File: config.mk
export PLATFORM = sky130hd
export DESIGN_NAME = bram_port_arbiter_flat
export DESIGN_NICKNAME = d
export VERILOG_FILES = /design/src/rtl/bram_port_arbiter_pkg.sv /design/src/rtl/bram_port_arbiter_if.sv /design/src/rtl/bram_port_arbiter_grant.sv /design/src/rtl/bram_port_arbiter.sv /design/src/flat_wrapper.sv
export SDC_FILE = /design/constraint.sdc
export NUM_CORES = 1
export LEC_CHECK = 0
export BUFFER_PORTS_ARGS = -buffer_cell sky130_fd_sc_hd__buf_2
export CAP_MARGIN = 20
export CORE_MARGIN = 10
export CORE_UTILIZATION = 30
export DETAILED_ROUTE_END_ITERATION = 16
export PLACE_DENSITY = 0.78
export SETUP_SLACK_MARGIN = 0.5
export SLEW_MARGIN = 10
export SYNTH_ARGS = -nofsm -noshare
export SYNTH_HDL_FRONTEND = slang
export SYNTH_HIERARCHICAL = 1
export SYNTH_SLANG_ARGS = --single-unit
export TNS_END_PERCENT = 10
File: constraint.sdc
create_clock -name aclk -period 2.5 [get_ports aclk]
set_input_delay 0.5 -clock aclk [delete_from_list [all_inputs] [get_ports aclk]]
set_output_delay 0.5 -clock aclk [all_outputs]
set_load 0.005 [all_outputs]
File: src/rtl/bram_port_arbiter_pkg.sv
// Shared types for the BRAM port arbiter: FSM state encoding, port index and read latency.
package bram_arb_pkg;

  typedef enum logic [1:0] {
    IDLE = 2'd0,
    OWN0 = 2'd1,
    OWN1 = 2'd2
  } arb_state_t;

  typedef logic port_idx_t;

  localparam int unsigned RD_LATENCY = 1;

  function automatic arb_state_t own_state(input port_idx_t p);
    return p ? OWN1 : OWN0;
  endfunction

endpackage

File: src/rtl/bram_port_arbiter_if.sv
// Requester and BRAM pin bundle for bram_port_arbiter; slave = arbiter side, master = requesters + BRAM.
interface bram_port_arbiter_if #(
  parameter int unsigned ADDR_WIDTH = 12,
  parameter int unsigned DATA_WIDTH = 32
);
  localparam int unsigned NB = DATA_WIDTH / 8;

  logic                  p0_req;
  logic [NB-1:0]         p0_we;
  logic [ADDR_WIDTH-1:0] p0_addr;
  logic [DATA_WIDTH-1:0] p0_wdata;
  logic                  p0_gnt;
  logic                  p0_rvalid;
  logic [DATA_WIDTH-1:0] p0_rdata;

  logic                  p1_req;
  logic [NB-1:0]         p1_we;
  logic [ADDR_WIDTH-1:0] p1_addr;
  logic [DATA_WIDTH-1:0] p1_wdata;
  logic                  p1_gnt;
  logic                  p1_rvalid;
  logic [DATA_WIDTH-1:0] p1_rdata;

  logic                  bram_en;
  logic [NB-1:0]         bram_we;
  logic [ADDR_WIDTH-1:0] bram_addr;
  logic [DATA_WIDTH-1:0] bram_di;
  logic [DATA_WIDTH-1:0] bram_do;

  modport slave (
    input  p0_req, p0_we, p0_addr, p0_wdata,
    input  p1_req, p1_we, p1_addr, p1_wdata,
    input  bram_do,
    output p0_gnt, p0_rvalid, p0_rdata,
    output p1_gnt, p1_rvalid, p1_rdata,
    output bram_en, bram_we, bram_addr, bram_di
  );

  modport master (
    output p0_req, p0_we, p0_addr, p0_wdata,
    output p1_req, p1_we, p1_addr, p1_wdata,
    output bram_do,
    input  p0_gnt, p0_rvalid, p0_rdata,
    input  p1_gnt, p1_rvalid, p1_rdata,
    input  bram_en, bram_we, bram_addr, bram_di
  );

endinterface

File: src/rtl/bram_port_arbiter_grant.sv
// Combinational grant and next-state decode for the two-port round-robin arbiter.
// BRAM_ARB_ENGINE_PRIO_EN: IDLE ties go to port 1 and only port 1 may hold the BRAM while port 0 waits.
module bram_arb_grant
  import bram_arb_pkg::*;
#(
  parameter int unsigned MAX_HOLD = 4,
  parameter int unsigned HOLD_W   = 3
) (
  input  arb_state_t        i_state,
  input  logic [HOLD_W-1:0] i_hold_cnt,
  input  port_idx_t         i_rr_ptr,
  input  logic              i_req0,
  input  logic              i_req1,
  output logic              o_gnt0,
  output logic              o_gnt1,
  output arb_state_t        o_state_nxt,
  output logic [HOLD_W-1:0] o_hold_nxt,
  output port_idx_t         o_rr_nxt
);

  localparam logic [HOLD_W-1:0] MAX_H = HOLD_W'(MAX_HOLD);

  logic [1:0] w_req;
  port_idx_t  w_own;
  logic       w_may_hold;
  port_idx_t  w_tie;
  logic       w_grant;
  port_idx_t  w_sel;

  assign w_req = {i_req1, i_req0};
  assign w_own = (i_state == OWN1);

`ifdef BRAM_ARB_ENGINE_PRIO_EN
  assign w_may_hold = w_own && (i_hold_cnt < MAX_H);
  assign w_tie      = 1'b1;
`else
  assign w_may_hold = (i_hold_cnt < MAX_H);
  assign w_tie      = i_rr_ptr;
`endif

  always_comb begin
    w_grant    = 1'b0;
    w_sel      = 1'b0;
    o_hold_nxt = '0;
    o_rr_nxt   = i_rr_ptr;
    case (i_state)
      OWN0, OWN1: begin
        if (!w_req[!w_own]) begin
          w_grant    = w_req[w_own];
          w_sel      = w_own;
          o_hold_nxt = (i_hold_cnt >= MAX_H) ? MAX_H : i_hold_cnt + 1'b1;
        end else if (w_req[w_own] && w_may_hold) begin
          w_grant    = 1'b1;
          w_sel      = w_own;
          o_hold_nxt = i_hold_cnt + 1'b1;
        end else begin
          // hand over; rr_ptr remembers who just gave up the BRAM
          w_grant    = 1'b1;
          w_sel      = !w_own;
          o_hold_nxt = HOLD_W'(1);
          o_rr_nxt   = w_own;
        end
      end
      default: begin
        w_grant    = i_req0 | i_req1;
        w_sel      = (i_req0 && i_req1) ? w_tie : i_req1;
        o_hold_nxt = HOLD_W'(1);
      end
    endcase
    if (!w_grant) o_hold_nxt = '0;
    o_state_nxt = w_grant ? own_state(w_sel) : IDLE;
    o_gnt0      = w_grant && !w_sel;
    o_gnt1      = w_grant && w_sel;
  end

endmodule

File: src/rtl/bram_port_arbiter.sv
// Two-requester single-port BRAM arbiter: FSM registers, BRAM pin mux, read-data steering, contention counter.
// Optional macro BRAM_ARB_ENGINE_PRIO_EN selects engine (port 1) priority in bram_arb_grant.
module bram_port_arbiter
  import bram_arb_pkg::*;
#(
  parameter int unsigned ADDR_WIDTH = 12,
  parameter int unsigned DATA_WIDTH = 32,
  parameter int unsigned MAX_HOLD   = 4,
  parameter int unsigned CNT_WIDTH  = 16
) (
  input  logic                 aclk,
  input  logic                 areset,
  bram_port_arbiter_if.slave   bus,
  output logic [CNT_WIDTH-1:0] conflict_cnt
);

  localparam int unsigned HOLD_W = $clog2(MAX_HOLD + 1);

  arb_state_t           r_state;
  logic [HOLD_W-1:0]    r_hold_cnt;
  port_idx_t            r_rr_ptr;
  logic                 r_rd_pend;
  port_idx_t            r_rd_owner;
  logic [CNT_WIDTH-1:0] r_conflict_cnt;

  arb_state_t           w_state_nxt;
  logic [HOLD_W-1:0]    w_hold_nxt;
  port_idx_t            w_rr_nxt;
  logic                 w_gnt0;
  logic                 w_gnt1;
  logic                 w_rd_issue;

  bram_arb_grant #(
    .MAX_HOLD (MAX_HOLD),
    .HOLD_W   (HOLD_W)
  ) u_grant (
    .i_state     (r_state),
    .i_hold_cnt  (r_hold_cnt),
    .i_rr_ptr    (r_rr_ptr),
    .i_req0      (bus.p0_req),
    .i_req1      (bus.p1_req),
    .o_gnt0      (w_gnt0),
    .o_gnt1      (w_gnt1),
    .o_state_nxt (w_state_nxt),
    .o_hold_nxt  (w_hold_nxt),
    .o_rr_nxt    (w_rr_nxt)
  );

  assign w_rd_issue = (w_gnt0 && (bus.p0_we == '0)) || (w_gnt1 && (bus.p1_we == '0));

  always_ff @(posedge aclk or posedge areset) begin
    if (areset) begin
      r_state        <= IDLE;
      r_hold_cnt     <= '0;
      r_rr_ptr       <= 1'b0;
      r_rd_pend      <= 1'b0;
      r_rd_owner     <= 1'b0;
      r_conflict_cnt <= '0;
    end else begin
      r_state    <= w_state_nxt;
      r_hold_cnt <= w_hold_nxt;
      r_rr_ptr   <= w_rr_nxt;
      r_rd_pend  <= w_rd_issue;
      if (w_rd_issue) r_rd_owner <= w_gnt1;
      if (bus.p0_req && bus.p1_req && (r_conflict_cnt != '1))
        r_conflict_cnt <= r_conflict_cnt + 1'b1;
    end
  end

  assign conflict_cnt = r_conflict_cnt;
  assign bus.p0_gnt   = w_gnt0;
  assign bus.p1_gnt   = w_gnt1;

  always_comb begin
    bus.bram_en   = w_gnt0 | w_gnt1;
    bus.bram_we   = '0;
    bus.bram_addr = '0;
    bus.bram_di   = '0;
    if (w_gnt0) begin
      bus.bram_we   = bus.p0_we;
      bus.bram_addr = bus.p0_addr;
      bus.bram_di   = bus.p0_wdata;
    end else if (w_gnt1) begin
      bus.bram_we   = bus.p1_we;
      bus.bram_addr = bus.p1_addr;
      bus.bram_di   = bus.p1_wdata;
    end
  end

  always_comb begin
    bus.p0_rvalid = r_rd_pend && !r_rd_owner;
    bus.p1_rvalid = r_rd_pend && r_rd_owner;
    bus.p0_rdata  = bus.p0_rvalid ? bus.bram_do : '0;
    bus.p1_rdata  = bus.p1_rvalid ? bus.bram_do : '0;
  end

endmodule
File: src/flat_wrapper.sv
// flat-port wrapper written by rule: the top's interface ports become plain ports
module bram_port_arbiter_flat import bram_arb_pkg::*;
#(
  parameter int unsigned ADDR_WIDTH = 12,
  parameter int unsigned DATA_WIDTH = 32,
  parameter int unsigned MAX_HOLD   = 4,
  parameter int unsigned CNT_WIDTH  = 16
)
  (aclk, areset, conflict_cnt, bus_p0_req, bus_p0_we, bus_p0_addr, bus_p0_wdata, bus_p1_req, bus_p1_we, bus_p1_addr, bus_p1_wdata, bus_bram_do, bus_p0_gnt, bus_p0_rvalid, bus_p0_rdata, bus_p1_gnt, bus_p1_rvalid, bus_p1_rdata, bus_bram_en, bus_bram_we, bus_bram_addr, bus_bram_di);
  bram_port_arbiter_if #(.ADDR_WIDTH(ADDR_WIDTH), .DATA_WIDTH(DATA_WIDTH)) bus_i ();
  input  logic aclk;
  input  logic areset;
  output logic [CNT_WIDTH-1:0] conflict_cnt;
  input wire logic [$bits(bus_i.p0_req)-1:0] bus_p0_req;
  input wire logic [$bits(bus_i.p0_we)-1:0] bus_p0_we;
  input wire logic [$bits(bus_i.p0_addr)-1:0] bus_p0_addr;
  input wire logic [$bits(bus_i.p0_wdata)-1:0] bus_p0_wdata;
  input wire logic [$bits(bus_i.p1_req)-1:0] bus_p1_req;
  input wire logic [$bits(bus_i.p1_we)-1:0] bus_p1_we;
  input wire logic [$bits(bus_i.p1_addr)-1:0] bus_p1_addr;
  input wire logic [$bits(bus_i.p1_wdata)-1:0] bus_p1_wdata;
  input wire logic [$bits(bus_i.bram_do)-1:0] bus_bram_do;
  output wire logic [$bits(bus_i.p0_gnt)-1:0] bus_p0_gnt;
  output wire logic [$bits(bus_i.p0_rvalid)-1:0] bus_p0_rvalid;
  output wire logic [$bits(bus_i.p0_rdata)-1:0] bus_p0_rdata;
  output wire logic [$bits(bus_i.p1_gnt)-1:0] bus_p1_gnt;
  output wire logic [$bits(bus_i.p1_rvalid)-1:0] bus_p1_rvalid;
  output wire logic [$bits(bus_i.p1_rdata)-1:0] bus_p1_rdata;
  output wire logic [$bits(bus_i.bram_en)-1:0] bus_bram_en;
  output wire logic [$bits(bus_i.bram_we)-1:0] bus_bram_we;
  output wire logic [$bits(bus_i.bram_addr)-1:0] bus_bram_addr;
  output wire logic [$bits(bus_i.bram_di)-1:0] bus_bram_di;
  assign bus_i.p0_req = bus_p0_req;
  assign bus_i.p0_we = bus_p0_we;
  assign bus_i.p0_addr = bus_p0_addr;
  assign bus_i.p0_wdata = bus_p0_wdata;
  assign bus_i.p1_req = bus_p1_req;
  assign bus_i.p1_we = bus_p1_we;
  assign bus_i.p1_addr = bus_p1_addr;
  assign bus_i.p1_wdata = bus_p1_wdata;
  assign bus_i.bram_do = bus_bram_do;
  assign bus_p0_gnt = bus_i.p0_gnt;
  assign bus_p0_rvalid = bus_i.p0_rvalid;
  assign bus_p0_rdata = bus_i.p0_rdata;
  assign bus_p1_gnt = bus_i.p1_gnt;
  assign bus_p1_rvalid = bus_i.p1_rvalid;
  assign bus_p1_rdata = bus_i.p1_rdata;
  assign bus_bram_en = bus_i.bram_en;
  assign bus_bram_we = bus_i.bram_we;
  assign bus_bram_addr = bus_i.bram_addr;
  assign bus_bram_di = bus_i.bram_di;
  bram_port_arbiter #(.ADDR_WIDTH(ADDR_WIDTH), .DATA_WIDTH(DATA_WIDTH), .MAX_HOLD(MAX_HOLD), .CNT_WIDTH(CNT_WIDTH)) u_core (.aclk(aclk), .areset(areset), .bus(bus_i), .conflict_cnt(conflict_cnt));
endmodule
==> impl_metrics.env, run 1 <==
export IMPL_drt_pass1_iterations=5
export IMPL_cts_buffer_depth=2
export IMPL_synth_seq_area_share=0.280
export IMPL_layout_drive_gt1_share=0.588
export IMPL_status="finished, violations left"
export IMPL_period_share=1.02
export IMPL_syn_instance_count=252
export IMPL_leakage_nw=2.43
export IMPL_dpl_instance_area_mm2=0.00359
export IMPL_grt_max_degree=35
export IMPL_grt_pass1_wl_mm=19.1
export IMPL_syn_to_final_growth_pct=84.2
export IMPL_antenna_found_initial=11
export IMPL_ios=265
export IMPL_relSlewSlack=0.399
export IMPL_core_area_mm2=0.00687
export IMPL_violations="setup timing"
export IMPL_timing_worst_setup_path_type="reg2out"
export IMPL_yosys_area_top_type_share=0.280
export IMPL_dp_final_hpwl_mm=10.6
export IMPL_crit_slowest_cell="dfrtp_1"
export IMPL_grt_pass1_vias=3066
export IMPL_numCtsBuffers=3
export IMPL_yosys_area_top_type="dfrtp_1"
export IMPL_chipWidth_um=105
export IMPL_start_kind="register"
export IMPL_async_reset_ff_frac=1.00
export IMPL_hold_viol=0
export IMPL_hold_ws_ns=0.418
export IMPL_die_h_um=105
export IMPL_path_clk_slew_ns=0.08
export IMPL_fin_ws_ns=-0.0609
export IMPL_max_freq_mhz=390
export IMPL_maxCapViolations=0
export IMPL_track_usage=0.212
export IMPL_dp_slack_ns=-0.179
export IMPL_slew_viol_final=0
export IMPL_cpLargestDelayFamily="flip-flops"
export IMPL_synthesis_area_mm2=0.00215
export IMPL_crit_fanout=11
export IMPL_wl_mm=13.0
export IMPL_yosysMostFrequentCell="a22o_1"
export IMPL_crit_required_ns=2.00
export IMPL_cts_sinks=24
export IMPL_synth_distinct_cells=39
export IMPL_portBuffers=264
export IMPL_critPathMaxStageDelay_ns=0.40
export IMPL_synth_fp_nets=388
export IMPL_yosys_warnings=6
export IMPL_grt_ovfl_total=0
export IMPL_p_per_area_mw_per_mm2=517
export IMPL_ant_nets=0
export IMPL_cts_root_buf="clkbuf_8"
export IMPL_tightest_slew_ns=0.901
export IMPL_utilization=0.576
export IMPL_end_kind="primary output"
export IMPL_setup_viol=48
export IMPL_start_util=0.313
export IMPL_synth_seq_cells=24
export IMPL_syn_area_per_cell_um2=8.53
export IMPL_fin_crit_ns=2.56
export IMPL_gp_congestion=0.949
export IMPL_arrival_ns=2.06
export IMPL_htreeDepth=1
export IMPL_synth_area_leaders="dfrtp_1 28%, a22o_1 19%, and2_1 10%"
export IMPL_drt_iter0_markers=177
export IMPL_cp_cell_sequence="ha_4 -> xor2_1 -> o211ai_1 -> and2_4 -> buf_4 -> nor2b_4 -> buf_12 -> a22o_1 -> buf_2"
export IMPL_fin_area_mm2=0.00396
export IMPL_row_count=30
export IMPL_worstSkewPairLatency_ns=0.26
export IMPL_synthTopCellsByCount="47 x a22o_1, 36 x and2_1, 34 x and3_1, 24 x dfrtp_1, 16 x clkbuf_1"
export IMPL_skew_ns=0.00295
export IMPL_vias_per_cell=4.92
export IMPL_cts_tree="built"
export IMPL_rsz0062_at_grt="true"
export IMPL_drc_errors=0
export IMPL_synth_edff_count=0
export IMPL_wl_per_cell_um=20.6
export IMPL_irDropWorstVdd_mv=0.339
export IMPL_synth_ff_type="dfrtp_1"
export IMPL_fin_nets=664
export IMPL_vias=3102
export IMPL_die_area_mm2=0.0109
export IMPL_hold_path_class="in2async"
export IMPL_critical_path_buf_inv_count=3
## metal layers
metal / up-vias / share of wire / track usage
met5: - / 0.0031 / 0
met4: 6 / 0.0082 / 0.0422
met3: 14 / 0.12 / 0.0928
met2: 160 / 0.50 / 0.375
met1: 1422 / 0.37 / 0.231
li1: 1500 / - / -
## repair_timing
item                                    in CTS  in global routing
resized for setup                           22                  2
setup buffers                               14                  1
hold buffers                                 0                  0
pin swaps                                   13                  5
gates cloned                                 4                  0
endpoints found under the setup margin      53                 53
## worst reg2reg max path, stage by stage, from the launching register on
cell,delay [ns]
dfrtp_1,0.40
ha_4,0.17
xor2_1,0.15
o211ai_1,0.20
and2_4,0.24
buf_12,0.14
or4b_4,0.49
o21ai_4,0.16
mux2_4,0.31
## placed cells by master, fill, tap and decap left out, types with 2 or more instances in the layout
cell type  Yosys  layout
nand2_1        9       9
buf_6          1       8
dfrtp_1       24      24
nor4_1         2       2
o21ai_0        6       5
nor3_1         2       2
clkbuf_8       0       4
buf_12         0       4
nor2b_1        5       4
and2_1        36      35
inv_1          6       5
xor2_1         4       4
nand4_1        9       9
nor2b_4        0       4
nor2_1         4       4
buf_4          2      14
nand3_1        5       5
buf_2          4     264
and3_1        34      34
nand2b_1       2       2
xnor2_1        9       9
a21oi_1        2       2
ha_1           4       3
o21ai_4        0       2
a22o_1        47      47
inv_2          1       2
mux2_2         3       2
diode_2        0       7
## layout make-up
class	instances	area, um^2
inverters	7	26.3
multi-input cells	201	1510
flip-flops and latches	24	601
repair buffers	291	1630
well taps	96	120
clock buffers	4	55.1
diodes	7	17.5
fillers	656	2910
## sequential cells by signal (all words and copies together), names as in the netlist
register	count
u_core/r_rd_owner	1
u_core/conflict_cnt	16
u_core/r_hold_cnt	3
u_core/r_rr_ptr	1
u_core/r_state	2
u_core/r_rd_pend	1
## power by group
group	internal (mW)	switching [mW]	leakage, nW
registers	0.460	0.0830	0.317
clock network	0.141	0.120	0.0288
logic	0.659	0.584	2.09
total	1.26	0.787	2.43
## kinds of logic (layout without fill, tap and decap cells)
logic type,Yosys count,count (layout),share of synthesized area
flops,24,24,0.280
xor+xnor,13,13,0.0530
buf+inv,30,302,0.0617
compound gates,64,64,0.248
other cells,0,7,0
fa+ha+maj,4,4,0.0233
mux,4,4,0.0204
simple gates,113,116,0.314
## through the flow
step	power, mW	setup TNS, ns	cells
after floorplan	1.09	0	252
after global placement	1.54	-4.60	600
after detailed placement	1.57	-6.67	600
after CTS	2.03	-1.17	622
after global routing	2.17	-4.58	627
final	2.05	-1.62	630
## final timing paths
check,startpoint,end,slack [ns],depth (start not counted)
hold reg to reg,u_core/conflict_cnt[15],u_core/conflict_cnt[15],0.50,1
min in group aclk,bus_p0_we[2],u_core/r_rd_pend,0.45,2
setup reg to reg,u_core/r_state[1],u_core/r_rd_owner,0.13,8
max in group asynchronous,areset,u_core/conflict_cnt[7],1.53,2
setup / recovery,u_core/r_state[1],bus_bram_di[25],-0.06,9
hold / removal,areset,u_core/conflict_cnt[15],0.42,2
No activity file was read; power rests on OpenSTA's default activity.
==> run 2, diff against run 1 <==
--- a/config.mk
+++ b/config.mk
@@ -11,6 +11,7 @@
 export CORE_UTILIZATION = 30
 export DETAILED_ROUTE_END_ITERATION = 16
 export PLACE_DENSITY = 0.78
+export REMOVE_ABC_BUFFERS = 1
 export SETUP_SLACK_MARGIN = 0.5
 export SLEW_MARGIN = 10
 export SYNTH_ARGS = -nofsm -noshare
==> impl_metrics.env, run 2 (same netlist as run 1, synthesis figures left out) <==
export IMPL_status="finished, violations left"
export IMPL_violations="setup timing"
export IMPL_vias_per_cell=5.07
export IMPL_fin_crit_ns=2.53
export IMPL_antenna_found_initial=5
export IMPL_worstSkewPairLatency_ns=0.26
export IMPL_track_usage=0.215
export IMPL_hold_viol=0
export IMPL_met1_length_mm=5.10
export IMPL_period_share=1.01
export IMPL_holdBufCountCts=0
export IMPL_timing_worst_setup_path_type="reg2out"
export IMPL_drt_iter0_markers=238
export IMPL_grt_ovfl_total=0
export IMPL_cts_sinks=24
export IMPL_grt_pass1_vias=3176
export IMPL_final_cell_mix="263 x buf_2, 47 x a22o_1, 34 x and3_1, 33 x and2_1, 24 x dfrtp_1"
export IMPL_grt_pass1_wl_mm=19.0
export IMPL_grt_max_degree=35
export IMPL_setup_viol=37
export IMPL_fin_ws_ns=-0.0253
export IMPL_core_area_mm2=0.00687
export IMPL_end_kind="primary output"
export IMPL_gp_congestion=0.893
export IMPL_dr_max_layer_used="met4"
export IMPL_die_h_um=105
export IMPL_slew_viol_final=0
export IMPL_fin_setup_tns_ns=-0.444
export IMPL_wl_mm=13.2
export IMPL_path_clk_slew_ns=0.09
export IMPL_arrival_ns=2.03
export IMPL_tightest_slew_ns=0.518
export IMPL_start_util=0.313
export IMPL_start_kind="register"
export IMPL_reg2reg_depth=7
export IMPL_syn_to_final_growth_pct=78.9
export IMPL_leakage_nw=2.36
export IMPL_met3_length_mm=1.19
export IMPL_largest_reg_flops=16
export IMPL_die_area_mm2=0.0109
export IMPL_total_power_mw=2.02
export IMPL_met2_length_mm=6.63
export IMPL_cts_tree="built"
export IMPL_cts_root_buf="clkbuf_8"
export IMPL_skew_ns=0.00589
export IMPL_vias=3105
export IMPL_fin_nets=649
export IMPL_max_freq_mhz=396
export IMPL_numCtsBuffers=3
export IMPL_drc_errors=0
export IMPL_p_per_area_mw_per_mm2=526
export IMPL_hold_path_class="in2async"
export IMPL_irDropWorstVdd_mv=0.335
export IMPL_htreeDepth=1
export IMPL_cts_buffer_depth=2
export IMPL_layout_drive_gt1_share=0.580
export IMPL_chipWidth_um=105
export IMPL_relSlewSlack=0.651
export IMPL_r2r_start="u_core/r_state[1]"
export IMPL_maxCapViolations=0
export IMPL_drt_pass1_iterations=4
export IMPL_crit_fanout=12
export IMPL_final_common_cell="buf_2"
export IMPL_ant_nets=0
export IMPL_rsz0062_at_grt="true"
export IMPL_r2r_end="u_core/r_rd_owner"
export IMPL_dp_final_hpwl_mm=10.9
export IMPL_ff2ff_setup_slack_ns=0.16
export IMPL_wl_per_cell_um=21.5
export IMPL_portBuffers=264
export IMPL_crit_required_ns=2.00
export IMPL_ios=265
export IMPL_row_count=30
[run 2: cell types whose count changed in the layout (fill, tap and decap cells not counted), sizes merged]
cell	previous run	this run
buf	290	278
nor2b	8	5
diode	7	5
bufbuf	1	0
bufinv	0	1
[run 2: layout make-up]
class | instances | area, um^2
repair buffers | 279 | 1550
clock inverters | 1 | 30.0
well taps | 96 | 120
flip-flops and latches | 24 | 601
inverters | 7 | 26.3
fillers | 633 | 3030
multi-input cells | 198 | 1460
diodes | 5 | 12.5
clock buffers | 3 | 41.3
[run 2: worst max-delay path, stage by stage (launching register included)]
cell and delay (ns):
dfrtp_1 0.41, ha_4 0.17, xor2_1 0.15, o211ai_1 0.22, and2_4 0.24, nor2b_4 0.08
clkbuf_16 0.17, a22o_1 0.19, buf_2 0.13
[run 2: where the power goes]
part	internal, mW	total, mW	switching [mW]
Sequential	0.460	0.552	0.0920
Clock	0.214	0.340	0.126
Combinational	0.587	1.13	0.543
Total	1.26	2.02	0.761
[run 2: metal layers]
metal,vias to the layer above,track usage
met5,-,0
met4,0,0.0657
met3,14,0.0749
met2,156,0.365
met1,1476,0.248
li1,1459,-
[run 2: how the worst max path moves through the flow]
stage	start	to	slack, ns	cells after the start
detailed placement	u_core/r_state[0]	bus_bram_di[23]	0.20	9
global route	u_core/r_state[0]	bus_bram_di[17]	-0.1	9
floorplan	u_core/r_state[0]	bus_bram_we[3]	-1.51	7
finish	u_core/r_state[1]	bus_bram_di[29]	-0.03	8
global placement	u_core/r_state[0]	bus_bram_di[23]	0.23	9
CTS	u_core/r_state[1]	bus_bram_we[3]	0.02	8
[run 2: stage by stage]
stage,std cells,setup slack (ns),instance area (um^2),hold WS [ns],utilization
6_report,613,-0.0253,3840,0.134,0.560
5_1_grt,613,-0.0969,3840,0.136,0.560
4_1_cts,605,0.0217,3720,0.455,0.541
3_5_place_dp,598,0.201,3570,0.490,0.520
3_3_place_gp,598,0.231,3570,0.488,0.520
2_1_floorplan,229,-1.51,2040,0.488,-
[run 2: timing repair]
action                                  in CTS  in global routing
endpoints found under the setup margin      84                 86
cloned                                       1                  1
setup buffers                                2                  1
resized for setup                            9                 16
pin swaps                                    2                  1
